## src/rtl/board_cell_painter.sv

```systemverilog
// Rasterises one Tetris board cell (or the whole board on clear) into the VGA index RAM,
// one pixel per clock in raster order, behind a valid/ready command handshake.
module board_cell_painter #(
    parameter int unsigned H_RES      = 640,
    parameter int unsigned ORIGIN_X   = 240,
    parameter int unsigned ORIGIN_Y   = 80,
    parameter int unsigned CELL_W     = 16,
    parameter int unsigned CELL_H     = 16,
    parameter int unsigned BOARD_COLS = 10,
    parameter int unsigned BOARD_ROWS = 20,
    parameter int unsigned ADDR_W     = 19,
    parameter int unsigned IDX_W      = 8
) (
    input  logic              iVGA_CLK,
    input  logic              iRST_n,
    input  logic              iCMD_VALID,
    output logic              oCMD_READY,
    input  logic              iCMD_CLEAR,
    input  logic [4:0]        iCMD_ROW,
    input  logic [3:0]        iCMD_COL,
    input  logic [IDX_W-1:0]  iCMD_INDEX,
    input  logic              iCMD_BORDER_EN,
    input  logic [IDX_W-1:0]  iCMD_BORDER_INDEX,
    output logic              oWR_EN,
    output logic [ADDR_W-1:0] oWR_ADDR,
    output logic [IDX_W-1:0]  oWR_DATA,
    output logic              oBUSY,
    output logic              oDONE,
    output logic              oERR
);

    localparam int unsigned BOARD_W = BOARD_COLS * CELL_W;
    localparam int unsigned BOARD_H = BOARD_ROWS * CELL_H;
    localparam int unsigned CNT_W   = $clog2((BOARD_W > BOARD_H) ? BOARD_W : BOARD_H);

    typedef enum logic [1:0] {StIdle, StPaint, StDone} state_e;

    state_e             state_q, state_d;
    logic               ready_q, ready_d;
    logic               busy_q, busy_d;
    logic               done_q, done_d;
    logic               err_q, err_d;
    logic               wr_en_q, wr_en_d;
    logic [ADDR_W-1:0]  wr_addr_q, wr_addr_d;
    logic [IDX_W-1:0]   wr_data_q, wr_data_d;
    logic [ADDR_W-1:0]  row_base_q, row_base_d;
    logic [CNT_W-1:0]   px_q, px_d, py_q, py_d;
    logic [CNT_W-1:0]   w_last_q, w_last_d, h_last_q, h_last_d;
    logic [IDX_W-1:0]   fill_q, fill_d, bidx_q, bidx_d;
    logic               ben_q, ben_d;

    logic [ADDR_W-1:0]  cell_x, cell_y, start_addr, base_nxt;
    logic [CNT_W-1:0]   px_nxt, py_nxt;
    logic               in_range, wrap, last_px, accept, ben_new;

    function automatic logic on_border(input logic [CNT_W-1:0] x, input logic [CNT_W-1:0] y);
        return (x == '0) || (y == '0) || (x == CNT_W'(CELL_W - 1)) || (y == CNT_W'(CELL_H - 1));
    endfunction

    // Start address uses constant multiplies once per command; per-pixel stepping is additive.
    always_comb begin
        cell_x = ADDR_W'(ORIGIN_X);
        cell_y = ADDR_W'(ORIGIN_Y);
        if (!iCMD_CLEAR) begin
            cell_x = cell_x + ADDR_W'(iCMD_COL) * ADDR_W'(CELL_W);
            cell_y = cell_y + ADDR_W'(iCMD_ROW) * ADDR_W'(CELL_H);
        end
        start_addr = cell_y * ADDR_W'(H_RES) + cell_x;
        in_range   = iCMD_CLEAR ||
                     ((iCMD_ROW < 5'(BOARD_ROWS)) && (iCMD_COL < 4'(BOARD_COLS)));
        accept     = iCMD_VALID && ready_q && (state_q == StIdle);
        ben_new    = iCMD_BORDER_EN && !iCMD_CLEAR;
    end

    always_comb begin
        wrap     = (px_q == w_last_q);
        last_px  = wrap && (py_q == h_last_q);
        px_nxt   = wrap ? '0 : px_q + 1'b1;
        py_nxt   = wrap ? py_q + 1'b1 : py_q;
        base_nxt = wrap ? row_base_q + ADDR_W'(H_RES) : row_base_q;
    end

    always_comb begin
        state_d    = state_q;
        ready_d    = ready_q;
        busy_d     = busy_q;
        done_d     = 1'b0;
        err_d      = 1'b0;
        wr_en_d    = 1'b0;
        wr_addr_d  = wr_addr_q;
        wr_data_d  = wr_data_q;
        row_base_d = row_base_q;
        px_d       = px_q;
        py_d       = py_q;
        w_last_d   = w_last_q;
        h_last_d   = h_last_q;
        fill_d     = fill_q;
        bidx_d     = bidx_q;
        ben_d      = ben_q;

        unique case (state_q)
            StIdle: begin
                ready_d = 1'b1;
                if (accept) begin
                    if (!in_range) begin
                        err_d = 1'b1;
                    end else begin
                        state_d    = StPaint;
                        ready_d    = 1'b0;
                        busy_d     = 1'b1;
                        wr_en_d    = 1'b1;
                        wr_addr_d  = start_addr;
                        row_base_d = start_addr;
                        px_d       = '0;
                        py_d       = '0;
                        w_last_d   = iCMD_CLEAR ? CNT_W'(BOARD_W - 1) : CNT_W'(CELL_W - 1);
                        h_last_d   = iCMD_CLEAR ? CNT_W'(BOARD_H - 1) : CNT_W'(CELL_H - 1);
                        fill_d     = iCMD_INDEX;
                        bidx_d     = iCMD_BORDER_INDEX;
                        ben_d      = ben_new;
                        // Pixel (0,0) is always on the border.
                        wr_data_d  = ben_new ? iCMD_BORDER_INDEX : iCMD_INDEX;
                    end
                end
            end
            StPaint: begin
                if (last_px) begin
                    state_d = StDone;
                    busy_d  = 1'b0;
                    done_d  = 1'b1;
                end else begin
                    wr_en_d    = 1'b1;
                    px_d       = px_nxt;
                    py_d       = py_nxt;
                    row_base_d = base_nxt;
                    wr_addr_d  = base_nxt + ADDR_W'(px_nxt);
                    wr_data_d  = (ben_q && on_border(px_nxt, py_nxt)) ? bidx_q : fill_q;
                end
            end
            StDone: begin
                state_d = StIdle;
                ready_d = 1'b1;
            end
            default: state_d = StIdle;
        endcase
    end

    always_ff @(posedge iVGA_CLK or negedge iRST_n) begin
        if (!iRST_n) begin
            state_q    <= StIdle;
            ready_q    <= 1'b0;
            busy_q     <= 1'b0;
            done_q     <= 1'b0;
            err_q      <= 1'b0;
            wr_en_q    <= 1'b0;
            wr_addr_q  <= '0;
            wr_data_q  <= '0;
            row_base_q <= '0;
            px_q       <= '0;
            py_q       <= '0;
            w_last_q   <= '0;
            h_last_q   <= '0;
            fill_q     <= '0;
            bidx_q     <= '0;
            ben_q      <= 1'b0;
        end else begin
            state_q    <= state_d;
            ready_q    <= ready_d;
            busy_q     <= busy_d;
            done_q     <= done_d;
            err_q      <= err_d;
            wr_en_q    <= wr_en_d;
            wr_addr_q  <= wr_addr_d;
            wr_data_q  <= wr_data_d;
            row_base_q <= row_base_d;
            px_q       <= px_d;
            py_q       <= py_d;
            w_last_q   <= w_last_d;
            h_last_q   <= h_last_d;
            fill_q     <= fill_d;
            bidx_q     <= bidx_d;
            ben_q      <= ben_d;
        end
    end

    assign oCMD_READY = ready_q;
    assign oBUSY      = busy_q;
    assign oDONE      = done_q;
    assign oERR       = err_q;
    assign oWR_EN     = wr_en_q;
    assign oWR_ADDR   = wr_addr_q;
    assign oWR_DATA   = wr_data_q;

endmodule

```

## config.mk

```make
export PLATFORM = sky130hd
export DESIGN_NAME = board_cell_painter
export DESIGN_NICKNAME = d
export VERILOG_FILES = /design/src/rtl/board_cell_painter.sv
export SDC_FILE = /design/constraint.sdc
export NUM_CORES = 1
export LEC_CHECK = 0
export ABC_AREA = 1
export CAP_MARGIN = 20
export CORE_MARGIN = 3
export CORE_UTILIZATION = 43
export DETAILED_ROUTE_END_ITERATION = 8
export REMOVE_ABC_BUFFERS = 1
export SYNTH_ARGS = -nofsm -noshare
export SYNTH_HDL_FRONTEND = slang
export SYNTH_SLANG_ARGS = --single-unit
```

## constraint.sdc

```tcl
create_clock -name iVGA_CLK -period 5.9 [get_ports iVGA_CLK]
set_input_delay 0.885 -clock iVGA_CLK [delete_from_list [all_inputs] [get_ports iVGA_CLK]]
set_output_delay 0.885 -clock iVGA_CLK [all_outputs]
set_load 0.005 [all_outputs]
```

==> results of run 1 <==
==> registers in the layout (all words and copies together) (netlist names), 2 cells and up <==
| register | flops |
|---|---|
| oWR_ADDR | 17 |
| px_q | 9 |
| h_last_q | 2 |
| row_base_q | 15 |
| state_q | 2 |
| oWR_DATA | 8 |
| bidx_q | 8 |
| py_q | 9 |
| fill_q | 8 |
==> kinds of logic after synthesis <==
group	after synthesis	share of synthesized area, %
compound gates	139	14.5
fa+ha+maj	19	4.49
buf+inv	136	10.2
simple gates	351	29.0
flops	84	38.5
xor+xnor	19	3.32
==> synth_stat cells <==
cell         n  share of area, %
nand2_1    181                12
inv_1      100               6.9
dfrtp_1     84                38
o21ai_0     71               6.5
nor2_1      63               4.3
nand3_1     51               4.7
a21oi_1     25               2.3
nand4_1     19               2.2
ha_1        18               4.1
clkbuf_1    16               1.1
xor2_1      15               2.4
o22ai_1     12               1.4
a31oi_1     11               1.3
nand2_2     10               1.1
nor3_1      10              0.92
buf_2        9              0.82
buf_4        5              0.69
nand2_4      5               1.0
nor2_4       4              0.82
o21ai_1      4              0.37
inv_2        3              0.21
o221ai_1     3              0.48
or2_2        3              0.34
buf_6        2              0.41
nor2_8       2              0.73
o211ai_1     2              0.27
o21bai_1     2              0.27
o31ai_1      2              0.27
xnor2_1      2              0.32
xor2_2       2              0.60
a21boi_0     1              0.14
a21oi_2      1              0.16
buf_1        1             0.069
fa_1         1              0.37
nand3_2      1              0.18
nand3b_1     1              0.14
nor4_1       1              0.11
o2111ai_4    1              0.48
o21a_1       1              0.14
o21ba_2      1              0.18
o22a_1       1              0.16
o311ai_0     1              0.16
==> power breakdown <==
group	internal [mW]	switching [mW]
registers	0.575	0
clock network	0.297	0.265
logic	0.0301	0.0379
total	0.903	0.303
==> worst register-to-register path, stage by stage, from the launching register on <==
cell and delay, ps:
dfrtp_1 430, nor2_1 160, nand2_2 80, nor2_4 360
nand3_2 530, xor2_1 320, ha_1 380, nand4_1 110
o221ai_1 290, o211ai_1 220, nor2_4 190, nand2_4 90
nor2_8 120, nand2_2 80, a21oi_1 180, a21oi_2 80
==> metal layers <==
metal	vias to the layer above	share of wire, %
met4	0	1.1
met5	-	0
li1	2522	-
met3	13	4.9
met2	146	47
met1	2350	47
==> how the worst min path moves through the flow <==
stage,start,to,slack [ps],cells past startpoint
final,iRST_n,py_q[7],480,1
after global routing,iRST_n,h_last_q[5],510,1
after CTS,oWR_ADDR[2],oWR_ADDR[2],480,2
after detailed placement,oWR_ADDR[2],oWR_ADDR[2],460,2
after global placement,oWR_ADDR[2],oWR_ADDR[2],460,2
after floorplan,bidx_q[0],bidx_q[0],450,2
==> final cells by class <==
type | instances | area share [%]
flip-flops and latches | 84 | 32.6
clock inverters | 7 | 1.03
well taps | 168 | 3.26
multi-input cells | 528 | 43.6
repair buffers | 66 | 10.0
clock buffers | 9 | 3.49
inverters | 103 | 6.00
==> per-stage QoR <==
| stage | std cells | instance area (sq um) | power [mW] | setup slack, ps |
|---|---|---|---|---|
| 3_3_place_gp | 949 | 6150 | 0.654 | 2280 |
| 3_5_place_dp | 949 | 6150 | 0.655 | 2210 |
| 6_report | 965 | 6440 | 1.21 | 2160 |
| 4_1_cts | 965 | 6440 | 1.22 | 2190 |
| 5_1_grt | 965 | 6440 | 1.26 | 1830 |
| 2_1_floorplan | 715 | 5300 | 0.613 | 2560 |
==> flow_summary.yaml, run 1 <==
sta:
  finalSetupViolations: 0
  post-route-period-util_pct: 63.3
  fmax_mhz: 268
  drv_slew: 0
  rsz0062_at_grt: "false"
  relSlewSlack_pct: 49.6
  worst_hold_slack_ps: 477
  worstMarginPinSlew_ps: 746
  final.setup_skew_ps: 9.97
  finalCriticalPeriod_ps: 3740
  hold_viol_final: 0
  setup_tns_ps: 0
critical_path:
  crit_fanout: 20
  arrival_ps: 3980
  endpoint_kind: "register"
  path_depth: 15
  path_buf_inv: 0
  path_class: "reg -> reg"
  r2r_slack_ps: 2160
  r2r_end: "oWR_ADDR[17]"
  ff2ff_path_depth: 15
  cp_top_family: "simple AND/OR/NAND/NOR gates"
  max_stage_delay_ps: 520
  reg2reg_from: "px_q[6]"
  crit_path_start: "px_q[6]"
  crit_required_ps: 6140
  cp-endpoint: "oWR_ADDR[17]"
  slowest_stage: "nand3_2"
  crit_chain: "nor2_1, nand2_2, nor2_4, nand3_2, xor2_1, ha_1, nand4_1, o221ai_1, o211ai_1, nor2_4, nand2_4, nor2_8, nand2_2, a21oi_1, a21oi_2"
  start_kind: "register"
placement:
  gp_congestion: 0.879
  place_hpwl_um: 10300
  io_buffers: 61
synth:
  seq_area_frac_synth_pct: 38.5
  syn-cell-area_sq_um: 5460
  synthCells: 748
  synth-seq-cells: 84
  avgSynthCellArea_sq_um: 7.30
  ys_warn_count: 0
  yosys.cell_types.count: 42
hold_path:
  hp-class: "in -> async"
floorplan:
  core_area_sq_um: 12200
  die-area_sq_um: 14100
  io_pins: 62
  initial_core_util_pct: 44.7
  rows: 40
  fp.dieH_um: 119
  die_w_um: 119
clock_network:
  h-tree-depth: 3
  cts_setup_buffers: 0
  cts_buffers: 9
  clk_pin_slew_ps: 70
  cts_resized: 0
  cts_tree: "yes"
  ctsRootBufferMaster: "clkbuf_16"
  clk_latency_ps: 350
  clk_path_buf_depth: 2
  clock_sinks: 84
  cts-hold-fix-buffers: 0
cells_and_area:
  regArea_sq_um: 2100
  final_util_pct: 52.8
  layout.nets: 841
  area_growth_pct: 18.0
  fillerInstances: 1246
  final_cell_mix: "181 x nand2_1, 100 x inv_1, 84 x dfrtp_1"
  diodes: 0
  layout_commonest_cell: "nand2_1"
  multi_input_area_sq_um: 2810
  layout-drive-gt1-share_pct: 7.03
global_routing:
  grt_max_degree: 53
  grt.busiest_layer: "met2"
  use_met2_pct: 34.2
  grt_pass1_vias: 4891
  gr-usage-met1_pct: 29.1
  grt_antenna_before_repair: 0
  grt_usage_pct: 21.1
  gr-total-overflow: 0
  grt_use_met3_pct: 4.16
  grt_first_pass_wirelength_um: 24100
route:
  detail-route-antenna-nets: 0
  avgRoutedWirePerCell_um: 14.7
  vias: 5031
  drt_pre_antenna_iters: 5
  vias_per_cell: 5.21
  drt-total-wl_um: 14200
  drc_errors: 0
  drt-initial-drc-count: 337
power:
  power_density_nw_per_um2: 187
  p_leak_nw: 3.20
  irDropWorstVdd_mv: 0.137
status:
  status: "finished clean"
flow_run:
  max_cap_viol_count: 0
(Power assumes the default switching activity.)
==> inputs of run 2 (changes only) <==
==> constraint.sdc (replaced) <==
create_clock -name iVGA_CLK -period 3.7 [get_ports iVGA_CLK]
set_input_delay 0.555 -clock iVGA_CLK [delete_from_list [all_inputs] [get_ports iVGA_CLK]]
set_output_delay 0.555 -clock iVGA_CLK [all_outputs]
set_load 0.005 [all_outputs]
==> run 2 against run 1 <==
Non-clock buffer count is 9 higher. Setup slack worse by 1700 ps. Wire length is 1.5% lower. Largest cell class unchanged. Critical endpoint is now oWR_ADDR[16]. Critical path depth is 3 higher. Combinational power is 62% higher. Utilization is 0.73 points higher.
==> flow_summary.yaml, run 2 (synthesis results as in run 1) <==
status:
  status: "finished clean"
global_routing:
  grt_pass1_vias: 4921
  grt_max_degree: 75
  grt_antenna_before_repair: 0
  gr-total-overflow: 0
  grt_first_pass_wirelength_um: 23700
  grt_usage_pct: 20.5
cells_and_area:
  area_growth_pct: 19.6
  layout.nets: 850
  multi_input_area_sq_um: 2820
  final_util_pct: 53.5
  final_cell_mix: "181 x nand2_1, 100 x inv_1, 84 x dfrtp_1"
  fillerInstances: 1220
  layout-drive-gt1-share_pct: 8.19
  diodes: 0
  regArea_sq_um: 2100
  layout_commonest_cell: "nand2_1"
  largest_register_ffs: 17
power:
  power_mw: 1.97
  seq_power_share_pct: 46.5
  irDropWorstVdd_mv: 0.176
  p_sw_mw: 0.473
  intPower_mw: 1.50
  clock_power_share_pct: 47.9
  swShare_pct: 24.0
  comb_power_share_pct: 5.6
  p_leak_nw: 3.25
  power_density_nw_per_um2: 302
clock_network:
  clk_latency_ps: 340
  clk_path_buf_depth: 2
  cts_tree: "yes"
  clock_sinks: 84
  h-tree-depth: 3
  cts-hold-fix-buffers: 0
  clk_pin_slew_ps: 70
  cts_buffers: 9
  cts_setup_buffers: 0
  ctsRootBufferMaster: "clkbuf_16"
sta:
  fmax_mhz: 307
  finalSetupViolations: 0
  relSlewSlack_pct: 33.5
  rsz0062_at_grt: "false"
  worstMarginPinSlew_ps: 998
  finalCriticalPeriod_ps: 3260
  post-route-period-util_pct: 88.0
  drv_slew: 0
  final.setup_skew_ps: 5.06
  hold_viol_final: 0
  setup_tns_ps: 0
hold_path:
  hp-class: "in -> async"
route:
  detail-route-antenna-nets: 0
  vias_per_cell: 5.11
  drc_errors: 0
  drt-total-wl_um: 14000
  drt-initial-drc-count: 508
  vias: 4979
  drt_pre_antenna_iters: 5
  avgRoutedWirePerCell_um: 14.4
placement:
  place_hpwl_um: 10200
  io_buffers: 61
  gp_congestion: 0.917
critical_path:
  path_class: "reg -> reg"
  arrival_ps: 3530
  max_stage_delay_ps: 420
  slowest_stage: "dfrtp_1"
  crit_required_ps: 3970
  endpoint_kind: "register"
  crit_top_cell: "nand2_1"
  path_buf_inv: 1
  cp_top_family: "simple AND/OR/NAND/NOR gates"
  crit_chain: "ha_1, nand2_1, nor2_1, nand4_1, or2_2, nand2_1, inv_1, ha_1, nand4_1, o221ai_2, o211ai_1, nor2_4, nand2_4, nor2_8, nand2_1, nand2_1, nand3_1, a21oi_1"
  start_kind: "register"
  crit_fanout: 5
floorplan:
  initial_core_util_pct: 44.7
  die-area_sq_um: 14100
  die_w_um: 119
  fp.dieH_um: 119
  core_area_sq_um: 12200
  io_pins: 62
  rows: 40
flow_run:
  max_cap_viol_count: 0
## run 2: layer usage
metal	GRT usage, %	wire length, um
met1	27.9	6760
met2	33.5	6530
met3	3.44	554
met4	6.37	163
met5	0	0
## run 2: worst paths after layout
kind                              from           end  slack (ps)  cells past startpoint
max in group asynchronous       iRST_n   oWR_ADDR[3]        2550                      2
hold / removal                  iRST_n       py_q[2]         310                      1
hold reg to reg            oWR_ADDR[2]   oWR_ADDR[2]         470                      2
setup reg to reg               px_q[1]  oWR_ADDR[16]         440                     18
min in group iVGA_CLK      oWR_ADDR[2]   oWR_ADDR[2]         470                      2
setup / recovery               px_q[1]  oWR_ADDR[16]         440                     18
## run 2: repair_timing
item,4_1_cts,5_1_grt
resized for setup,0,1
hold endpoints to repair,0,0
setup endpoints to repair,0,3
## run 2: power by group through the flow
| stage | clock (mW) | combinational (mW) | sequential (mW) |
|---|---|---|---|
| finish | 0.945 | 0.110 | 0.918 |
| detailed placement | 0 | 0.110 | 0.935 |
| global route | 1.00 | 0.126 | 0.917 |
| CTS | 0.977 | 0.112 | 0.918 |
| floorplan | 0 | 0.0419 | 0.936 |
| global placement | 0 | 0.107 | 0.935 |
## run 2: layout make-up
| class | instances | area share, % |
|---|---|---|
| clock buffer | 9 | 3.45 |
| clock inverter | 7 | 1.24 |
| inverter | 103 | 5.92 |
| multi-input combinational | 528 | 43.1 |
| sequential | 84 | 32.2 |
| tap | 168 | 3.22 |
| timing repair buffer | 75 | 10.9 |
## run 2: per-stage QoR
| step | area, sq um | hold slack (ps) | worst slack [ps] | std cells |
|---|---|---|---|---|
| after floorplan | 5300 | 259 | 586 | 715 |
| after global placement | 6220 | 453 | 460 | 958 |
| after detailed placement | 6220 | 459 | 380 | 958 |
| after CTS | 6530 | 411 | 372 | 974 |
| after global routing | 6530 | 439 | 42.0 | 974 |
| final | 6530 | 314 | 445 | 974 |
## run 2: worst reg2reg max path, stage by stage (launching register included)
cell,delay (ps)
dfrtp_1,420
ha_1,220
nand2_1,80
nor2_1,200
nand4_1,130
or2_2,300
nand2_1,100
inv_1,50
ha_1,340
nand4_1,130
o221ai_2,230
o211ai_1,210
nor2_4,190
nand2_4,100
nor2_8,120
nand2_1,80
nand2_1,70
nand3_1,70
a21oi_1,130
